File: config.mk
export PLATFORM = sky130hd
export DESIGN_NAME = delay_measure_flat
export DESIGN_NICKNAME = d
export VERILOG_FILES = /design/src/rtl/delay_measure_if.sv /design/src/rtl/delay_measure.sv /design/src/flat_wrapper.sv
export SDC_FILE = /design/constraint.sdc
export NUM_CORES = 1
export LEC_CHECK = 0
export BUFFER_PORTS_ARGS = -buffer_cell sky130_fd_sc_hd__buf_2
export CORE_MARGIN = 5
export CORE_UTILIZATION = 55
export DETAILED_ROUTE_END_ITERATION = 8
export PLACE_DENSITY = 0.74
export SETUP_SLACK_MARGIN = 0.15
export SLEW_MARGIN = 0
export SYNTH_ARGS = -nofsm -noshare
export SYNTH_HDL_FRONTEND = slang
export SYNTH_SLANG_ARGS = --single-unit
File: constraint.sdc
create_clock -name clk -period 8.65 [get_ports clk]
set_clock_uncertainty 0.1 [all_clocks]
set_input_delay 0.4325 -clock clk [delete_from_list [all_inputs] [get_ports clk]]
set_output_delay 0.4325 -clock clk [all_outputs]
set_load 0.05 [all_outputs]
File: src/rtl/delay_measure_if.sv
// Tap bundle for the reference and delayed AXI-stream qualifiers.
// The monitor only observes these signals; it never drives any of them.
interface delay_measure_if;
    logic ref_tvalid;
    logic ref_tready;
    logic ref_tlast;
    logic dut_tvalid;
    logic dut_tready;
    logic dut_tlast;

    // Whoever owns the streams (or the bench) drives every tap
    modport master (
        output ref_tvalid, ref_tready, ref_tlast,
        output dut_tvalid, dut_tready, dut_tlast
    );

    // Passive monitor side: every tap is an input
    modport slave (
        input ref_tvalid, ref_tready, ref_tlast,
        input dut_tvalid, dut_tready, dut_tlast
    );
endinterface

File: src/rtl/delay_measure.sv
// Passive monitor that counts reference beats between a reference
// end-of-packet and the next delayed-stream end-of-packet. It averages
// 2^AVG_LOG2 such measurements into a registered len output, and it
// reports timeouts and negative offsets as one-cycle pulses.
module delay_measure #(
    parameter int MAX_LEN_LOG2 = 10,
    parameter int AVG_LOG2     = 2
) (
    input  logic                    clk,
    input  logic                    reset_n,
    input  logic                    clear,
    delay_measure_if.slave          s_taps,
    output logic [MAX_LEN_LOG2-1:0] len,
    output logic                    len_valid,
    output logic                    overflow,
    output logic                    early
);
    localparam int CW = MAX_LEN_LOG2;
    localparam int AW = MAX_LEN_LOG2 + AVG_LOG2;
    // Keep the measurement counter one bit wide when no averaging is requested
    localparam int NW = (AVG_LOG2 > 0) ? AVG_LOG2 : 1;
    localparam logic [CW-1:0] MAXC  = '1;
    localparam logic [NW-1:0] NLAST = NW'((1 << AVG_LOG2) - 1);

    typedef enum logic [1:0] {
        S_IDLE      = 2'd0,
        S_REF_FIRST = 2'd1,
        S_DUT_FIRST = 2'd2
    } state_t;

    // Qualified tap events
    logic w_ref_beat;
    logic w_ref_eop;
    logic w_dut_eop;

    // Offset FSM
    state_t          r_state;
    state_t          w_state_nxt;
    logic [CW-1:0]   r_cnt;
    logic [CW-1:0]   w_cnt_nxt;
    logic            w_commit;
    logic [CW-1:0]   w_meas;
    logic            w_ovf_nxt;
    logic            w_early_nxt;

    // Averaging datapath
    logic [AW-1:0]   r_acc;
    logic [AW-1:0]   w_acc_sum;
    logic [NW-1:0]   r_nmeas;
    logic            w_avg_done;

    // Registered outputs
    logic [CW-1:0]   r_len;
    logic            r_len_valid;
    logic            r_overflow;
    logic            r_early;

    assign w_ref_beat = s_taps.ref_tvalid & s_taps.ref_tready;
    assign w_ref_eop  = w_ref_beat & s_taps.ref_tlast;
    assign w_dut_eop  = s_taps.dut_tvalid & s_taps.dut_tready & s_taps.dut_tlast;

    // The accumulator is wide enough for 2^AVG_LOG2 full-scale samples
    assign w_acc_sum  = r_acc + AW'(w_meas);
    assign w_avg_done = (r_nmeas == NLAST);

    // Next state, offset count and event flags for the measurement FSM
    always_comb begin
        // NOTE: every output gets a default first, so no path can leave a latch behind.
        w_state_nxt = r_state;
        w_cnt_nxt   = r_cnt;
        w_commit    = 1'b0;
        w_meas      = '0;
        w_ovf_nxt   = 1'b0;
        w_early_nxt = 1'b0;

        unique case (r_state)
            S_IDLE: begin
                if (w_ref_eop && w_dut_eop) begin
                    w_commit = 1'b1;
                end else if (w_ref_eop) begin
                    w_state_nxt = S_REF_FIRST;
                    w_cnt_nxt   = '0;
                end else if (w_dut_eop) begin
                    w_state_nxt = S_DUT_FIRST;
                    w_cnt_nxt   = '0;
                end
            end

            S_REF_FIRST: begin
                if (w_dut_eop) begin
                    // The reference beat of the closing cycle still counts
                    w_commit    = 1'b1;
                    w_meas      = r_cnt + CW'(w_ref_beat);
                    w_state_nxt = S_IDLE;
                end else if (w_ref_eop) begin
                    w_cnt_nxt = '0;
                end else if (r_cnt == MAXC && w_ref_beat) begin
                    w_ovf_nxt   = 1'b1;
                    w_state_nxt = S_IDLE;
                end else begin
                    w_cnt_nxt = r_cnt + CW'(w_ref_beat);
                end
            end

            S_DUT_FIRST: begin
                if (w_ref_eop) begin
                    // A negative offset is reported and clamped to zero
                    w_early_nxt = 1'b1;
                    w_commit    = 1'b1;
                    w_state_nxt = S_IDLE;
                end else if (w_dut_eop) begin
                    w_cnt_nxt = '0;
                end else if (r_cnt == MAXC && w_ref_beat) begin
                    w_ovf_nxt   = 1'b1;
                    w_state_nxt = S_IDLE;
                end else begin
                    w_cnt_nxt = r_cnt + CW'(w_ref_beat);
                end
            end

            default: begin
                w_state_nxt = S_IDLE;
                w_cnt_nxt   = '0;
            end
        endcase
    end

    // State and offset counter registers; clear behaves like reset
    always_ff @(posedge clk or negedge reset_n) begin
        // NOTE: sequential state uses non-blocking assignments so every register sees pre-edge values.
        if (!reset_n) begin
            r_state <= S_IDLE;
            r_cnt   <= '0;
        end else if (clear) begin
            r_state <= S_IDLE;
            r_cnt   <= '0;
        end else begin
            r_state <= w_state_nxt;
            r_cnt   <= w_cnt_nxt;
        end
    end

    // Accumulate committed measurements and publish the average
    always_ff @(posedge clk or negedge reset_n) begin
        if (!reset_n) begin
            r_acc       <= '0;
            r_nmeas     <= '0;
            r_len       <= '0;
            r_len_valid <= 1'b0;
            r_overflow  <= 1'b0;
            r_early     <= 1'b0;
        end else if (clear) begin
            r_acc       <= '0;
            r_nmeas     <= '0;
            r_len       <= '0;
            r_len_valid <= 1'b0;
            r_overflow  <= 1'b0;
            r_early     <= 1'b0;
        end else begin
            r_len_valid <= 1'b0;
            r_overflow  <= w_ovf_nxt;
            r_early     <= w_early_nxt;
            if (w_commit) begin
                if (w_avg_done) begin
                    r_len       <= CW'(w_acc_sum >> AVG_LOG2);
                    r_len_valid <= 1'b1;
                    r_acc       <= '0;
                    r_nmeas     <= '0;
                end else begin
                    r_acc   <= w_acc_sum;
                    r_nmeas <= r_nmeas + NW'(1);
                end
            end
        end
    end

    assign len       = r_len;
    assign len_valid = r_len_valid;
    assign overflow  = r_overflow;
    assign early     = r_early;
endmodule

File: src/flat_wrapper.sv
// flat-port wrapper written by rule: the top's interface ports become plain ports
module delay_measure_flat 
#(
    parameter int MAX_LEN_LOG2 = 10,
    parameter int AVG_LOG2     = 2
)
  (clk, reset_n, clear, len, len_valid, overflow, early, s_taps_ref_tvalid, s_taps_ref_tready, s_taps_ref_tlast, s_taps_dut_tvalid, s_taps_dut_tready, s_taps_dut_tlast);
  delay_measure_if s_taps_i ();
  input  logic clk;
  input  logic reset_n;
  input  logic clear;
  output logic [MAX_LEN_LOG2-1:0] len;
  output logic len_valid;
  output logic overflow;
  output logic early;
  input wire logic [$bits(s_taps_i.ref_tvalid)-1:0] s_taps_ref_tvalid;
  input wire logic [$bits(s_taps_i.ref_tready)-1:0] s_taps_ref_tready;
  input wire logic [$bits(s_taps_i.ref_tlast)-1:0] s_taps_ref_tlast;
  input wire logic [$bits(s_taps_i.dut_tvalid)-1:0] s_taps_dut_tvalid;
  input wire logic [$bits(s_taps_i.dut_tready)-1:0] s_taps_dut_tready;
  input wire logic [$bits(s_taps_i.dut_tlast)-1:0] s_taps_dut_tlast;
  assign s_taps_i.ref_tvalid = s_taps_ref_tvalid;
  assign s_taps_i.ref_tready = s_taps_ref_tready;
  assign s_taps_i.ref_tlast = s_taps_ref_tlast;
  assign s_taps_i.dut_tvalid = s_taps_dut_tvalid;
  assign s_taps_i.dut_tready = s_taps_dut_tready;
  assign s_taps_i.dut_tlast = s_taps_dut_tlast;
  delay_measure #(.MAX_LEN_LOG2(MAX_LEN_LOG2), .AVG_LOG2(AVG_LOG2)) u_core (.clk(clk), .reset_n(reset_n), .clear(clear), .s_taps(s_taps_i), .len(len), .len_valid(len_valid), .overflow(overflow), .early(early));
endmodule
**Word-level counts from Yosys, hierarchy flattened**

Cells that the tools add are included.

- ROM bits: 0
- Latch bits: 0
- RAM bits: 0
- Register bits: 39
- Input bits: 9
- Memories: 0
- Logic and storage cells: 80
- Output and inout bits: 13

- Reduce and logical (&&, ||, !) cells: 8
- Divide/modulo/power cells: 0
- Bitwise logic cells: 4
- Mux-type cells: 47
- $add $sub $neg: 3
- $mul: 0
- Magnitude comparators: 0
- Eq/ne operators: 10
- Shift-type cells: 0

Operator list:

| operator | number |
|---|---|
| $mux W10 | 14 |
| $mux W12 | 3 |
| $pmux W10 S3 | 1 |
| $mux W2 | 12 |
| $mux W1 | 14 |
| $add A12 B10 Y12 | 1 |
| $add A10 B1 Y10 | 1 |
| $eq A10 B10 Y1 const B | 1 |
| $ne A3 B3 Y1 const B | 3 |
| $reduce_and A4 Y1 | 2 |
| $pmux W2 S3 | 1 |
| $and A1 B1 Y1 | 4 |
| $eq A2 B2 Y1 const B | 2 |
| $ne A4 B2 Y1 const B | 1 |
| $ne A4 B3 Y1 const B | 1 |
| $ne A4 B4 Y1 const B | 1 |
| $reduce_bool A2 Y1 | 2 |
| $pmux W1 S3 | 1 |
| $add A2 B1 Y2 const B | 1 |
| $eq A2 B1 Y1 const B | 1 |
| $logic_and A1 B1 Y1 | 2 |
| $logic_not A2 Y1 | 1 |
| $pmux W1 S2 | 1 |
| $reduce_and A2 Y1 | 1 |

**Depth between registers and ports, before layout**

- Word-level depth: 8
- Depth in mapped cells: 15
- Mapped depth without buffers: 15

**Worst setup path after synthesis**

Ideal clock, no wire load.

- Path kind: input -> register
- Start point: input port s_taps_ref_tvalid
- End point: register u_core.r_acc[11]
- Setup time: 126 ps
- Arrival: 2868 ps
- Stages: 15
- Setup slack: 5555 ps
- Required time: 8424 ps
- Path buffers: 0
- Cells stage by stage: nand2_1 > inv_1 > ha_1 > ha_1 > nand2_1 > nor2_1 > and3_1 > xnor2_1 > nor2_1 > ha_1 > a21o_1 > a21oi_1 > nor2_1 > or2_2 > a311o_1

- Longest elaborated chain between the ends: 8
- Elaborated cells on any way between the ends: 14
- Classes of those cells: add/sub: 2; mux: 8; bitwise: 2; reduce/logical: 2

Ends and longest elaborated chain:

| item | RTL line | source |
|---|---|---|
| start, declared | flat_wrapper.sv:16 | `input wire logic [$bits(s_taps_i.ref_tvalid)-1:0] s_taps_ref_tvalid;` |
| $and A1 B1 Y1 (*) | delay_measure.sv:58 | `assign w_ref_beat = s_taps.ref_tvalid & s_taps.ref_tready;` |
| $add A10 B1 Y10 | delay_measure.sv:93 | `w_meas = r_cnt + CW'(w_ref_beat);` |
| $mux W10 | delay_measure.sv:90 | `if (w_dut_eop) begin` |
| $mux W10 | delay_measure.sv:76 | `unique case (r_state)` |
| $add A12 B10 Y12 | delay_measure.sv:63 | `assign w_acc_sum = r_acc + AW'(w_meas);` |
| $mux W12 | delay_measure.sv:164 | `if (w_avg_done) begin` |
| $mux W12 | delay_measure.sv:163 | `if (w_commit) begin` |
| $mux W12 | delay_measure.sv:152 | `end else if (clear) begin` |
| end signal, assigned | delay_measure.sv:170 | `r_acc <= w_acc_sum;` |
| end, declared | delay_measure.sv:47 | `logic [AW-1:0] r_acc;` |

Mark *: on every way between the ends. The rest lies on a longest branch, timed or not. The select of a mux whose other input is x is not followed.
A chain may end at the register's enable or synchronous reset.

**Final worst setup path**

- Start point: register u_core.r_state[1]
- End point: register u_core.r_acc[11]

- Longest elaborated chain between the ends: 6
- Elaborated cells on any way between the ends: 10
- Classes of those cells: add/sub: 1; eq/ne: 2; mux: 5; reduce/logical: 2

Ends and longest elaborated chain:

| item | RTL line | source |
|---|---|---|
| start, declared | delay_measure.sv:37 | `state_t r_state;` |
| start signal, assigned | delay_measure.sv:138 | `r_state <= w_state_nxt;` |
| $eq A2 B1 Y1 | delay_measure.sv:76 |  |
| $mux W10 | delay_measure.sv:76 |  |
| $add A12 B10 Y12 | delay_measure.sv:63 |  |
| $mux W12 | delay_measure.sv:164 |  |
| $mux W12 | delay_measure.sv:163 |  |
| $mux W12 | delay_measure.sv:152 |  |

Parallel ways exist; a longest one is shown, timed or not. The select of a mux whose other input is x is not followed.

==> run summary <==
Internal power: 254 µW
Drt drc: 0
Maximum fanout along the worst path: 11
Largest stage delay, worst path: 430 ps
Data arrival time of the worst path: 3560 ps
Max Clock Freq: 0.287 GHz
Cell type with the largest total area after synthesis: dfrtp_1
Effective utilization at floorplan: 0.574
Seq/Total Area, Yosys: 0.385
Sum of negative setup slack: 0 ps
Detailed Routing Iterations Pass 1: 4
Total of flip-flops plus latches after synthesis: 39
Clock Sink Count: 39
Cell variety after synth: 51
Die width: 77.9 µm
Endpoint of the most critical setup path: u_core.r_acc[11]
Antenna-violating nets left: 0
Total grt overflow: 0
Area contributors post-synth: dfrtp_1 38%, ha_1 8.4%, o21ai_0 3.6%
Resized Gates After CTS: 0
Kind of start point of the critical path: flip-flop
IO Pins: 22
Number of buffers inserted by post-CTS setup repair: 0
Total power divided by cell area: 122 mW/mm²
Root buf cell: clkbuf_8
Final min period: 3490 ps
Area of combinational cells with multiple inputs: 0.00147 mm²
Post-synth top area share: 0.385
Relative contribution of the clock network to total power: 0.366
Antenna violations before repair: 0
Average cell area after synthesis: 9.29 µm²
Run status: finished, final reports clean
Crit path launch: u_core.r_state[1]
Critical R2R Launch: u_core.r_state[1]
Comb pwr share: 0.086
Slowest stage cell, crit path: nand4_1
Count of endpoints failing hold in the final timing report: 0
Count of routing violations after the opening detailed-route iteration: 237
Pin count of the biggest net entering global routing: 40
Via density per instance: 6.45
Setup repair after global routing missed its margin: no
Share of flip-flops with an asynchronous set or reset: 1.00
Setup-failing EPs final: 0
Number of enable flip-flop cells after synthesis: 0
Worst path cell trace: inv_1 > ha_1 > nand4_1 > a21oi_1 > ha_1 > o211a_1 > a21oi_1 > a211oi_1 > or2_2 > a311o_1
Clock transition at path regs: 70 ps
Synth Instances: 273
Vias in the first global route: 2084
Synth Cell Area: 0.00253 mm²
Final weighted congestion in routability-driven placement: 0.897
Number of synthesis warnings: 0
Skew-Pair Late Insertion Delay: 290 ps
Net Sw Power: 83.0 µW
Worst vdd rail ir drop: 0.0000780 V
Buf+Inv Stages, Crit Path: 1
Final Max Slew Viols: 0
Dominant delay contributor by cell family on the critical path: compound AO/OA/AOI/OAI gates
Category of the most critical setup path: reg2reg
Worst reg2reg path endpoint: u_core.r_acc[11]
Leakage power figure: 1.35 nW
Core Footprint: 0.00441 mm²
Max-Slew Margin vs Limit: 0.284
Post-synth top flop: dfrtp_1
Vertical die dimension: 77.9 µm
Net Sw Frac: 0.246
R2r worst-path depth: 10
Sequential Area: 976 µm²
Proportion of layout cells with a drive suffix above 1: 0.122
Relative contribution of sequential cells to total power: 0.548
Number of violations of the max-capacitance limit: 0
Final Routed Wirelength: 5.92 mm
Diode insertion count for antenna repair: 0
Detailed placement HPWL: 4.43 mm
Worst EP required: 8720 ps
Number of port buffers: 21
Wire length of the first global-routing pass: 9.88 mm
Die area: 0.00607 mm²
GRT Util Overall: 0.203
Post-layout total power: 337 µW
Final period utilization: 0.403
NumNets Final: 322
Number of rows created at floorplan: 24
Clock buffers created by TritonCTS: 5
Hold-fix buffers, CTS: 0
Clock tree from TritonCTS: yes
Number of H-tree levels: 2
Tightest Hold Check Type: in2async
Worst-case clock buffer depth: 2
Slew at the pin closest to its max-slew limit: 1060 ps
Routed via count: 2238
Number of filler instances in the final layout: 375
Worst setup EP type: flip-flop
Net count after synthesis: 300
Cell count along the critical path: 10
Routed length per instance: 17.1 µm
Post-synthesis to final-layout area growth: 8.59%
Worst setup slack for register-to-register paths: 5160 ps
[cell families after synthesis]
| kind of cell | share of synthesized area |
|---|---|
| AOI/OAI and AO/OA | 0.259 |
| and+or+nand+nor | 0.183 |
| DFF | 0.385 |
| buffers and inverters | 0.0336 |
| adders and majority gates | 0.0918 |
| xor gates and xnor gates | 0.0484 |
[state kept, by name, indices dropped and copies added (netlist names)]
name and flops:
u_core.len 10, u_core.len_valid 1, u_core.r_state 2, u_core.r_cnt 10, u_core.early 1, u_core.r_acc 12, u_core.r_nmeas 2, u_core.overflow 1
[power groups by stage]
stage	Combinational [mW]	Clock [mW]	Sequential (mW)
floorplan	0.0178	0	0.188
global placement	0.0281	0	0.188
detailed placement	0.0285	0	0.188
CTS	0.0285	0.126	0.185
global route	0.0321	0.135	0.185
finish	0.0290	0.123	0.185
[cells in the mapped netlist (all sizes together) (2+ instances only)]
cell,n
nand3,11
or3,6
clkbuf,2
o21ai,18
xor2,5
a41oi,2
ha,17
nand2,22
o22a,3
a32o,3
and3,3
dfrtp,39
inv,12
a31oi,2
a211o,2
nand4,6
nor3,8
a22o,10
a22oi,2
nor2,21
a211oi,5
nand2b,3
o22ai,2
xnor2,9
or2,2
o31ai,4
a31o,2
a21oi,17
buf,4
nor4,4
o21a,6
a21o,7
[cell usage in the layout, fill, tap and decap left out, types with 2 or more instances in the layout]
| cell type | n |
|---|---|
| o22ai_1 | 2 |
| o21ai_0 | 18 |
| o21a_1 | 6 |
| a31oi_1 | 2 |
| o31ai_1 | 4 |
| or3_1 | 6 |
| nand4_1 | 6 |
| a32o_1 | 3 |
| nand3_1 | 10 |
| inv_1 | 12 |
| a211o_1 | 2 |
| a211oi_1 | 5 |
| xor2_1 | 5 |
| nor4_1 | 4 |
| a21oi_1 | 16 |
| clkbuf_8 | 6 |
| ha_1 | 17 |
| xnor2_1 | 9 |
| buf_2 | 21 |
| and3_1 | 3 |
| or2_2 | 2 |
| a21o_1 | 7 |
| nor2_1 | 21 |
| nand2_1 | 22 |
| o22a_1 | 3 |
| dfrtp_1 | 39 |
| nor3_1 | 7 |
| nand2b_1 | 3 |
| a41oi_1 | 2 |
| a22o_1 | 10 |
| a22oi_1 | 2 |
[final cells by class]
class,instances,area share
Tap cell,52,0.0236
Clock buffer,6,0.0300
Inverter,12,0.0164
Sequential cell,39,0.355
Clock inverter,1,0.00182
Timing Repair Buffer,21,0.0382
Multi-Input combinational cell,216,0.535
[stage by stage]
stage / instances / hold slack (ps) / utilization / cell area (µm²) / setup slack, ps
detailed placement: 340 / 372 / 0.604 / 2670 / 5160
finish: 347 / 157 / 0.624 / 2750 / 5160
global placement: 340 / 358 / 0.604 / 2670 / 5220
floorplan: 273 / 36.9 / - / 2530 / 5560
global route: 347 / 246 / 0.624 / 2750 / 4840
CTS: 347 / 190 / 0.624 / 2750 / 5190
[worst min-delay path by stage]
stage,cells after the start,from,endpoint,slack (ps)
after floorplan,0,reset_n,u_core.early,40
after global placement,2,u_core.len[6],u_core.len[6],360
after detailed placement,2,u_core.len[6],u_core.len[6],370
after CTS,1,reset_n,u_core.r_acc[8],190
after global routing,1,reset_n,u_core.len_valid,250
final,1,reset_n,u_core.len_valid,160
[routing by layer]
layer	wire [µm]	GRT usage
met1	2720	0.288
met5	0	0
met2	2690	0.313
met4	76	0.0557
met3	433	0.0440
Power figures use the tool's default switching activity.
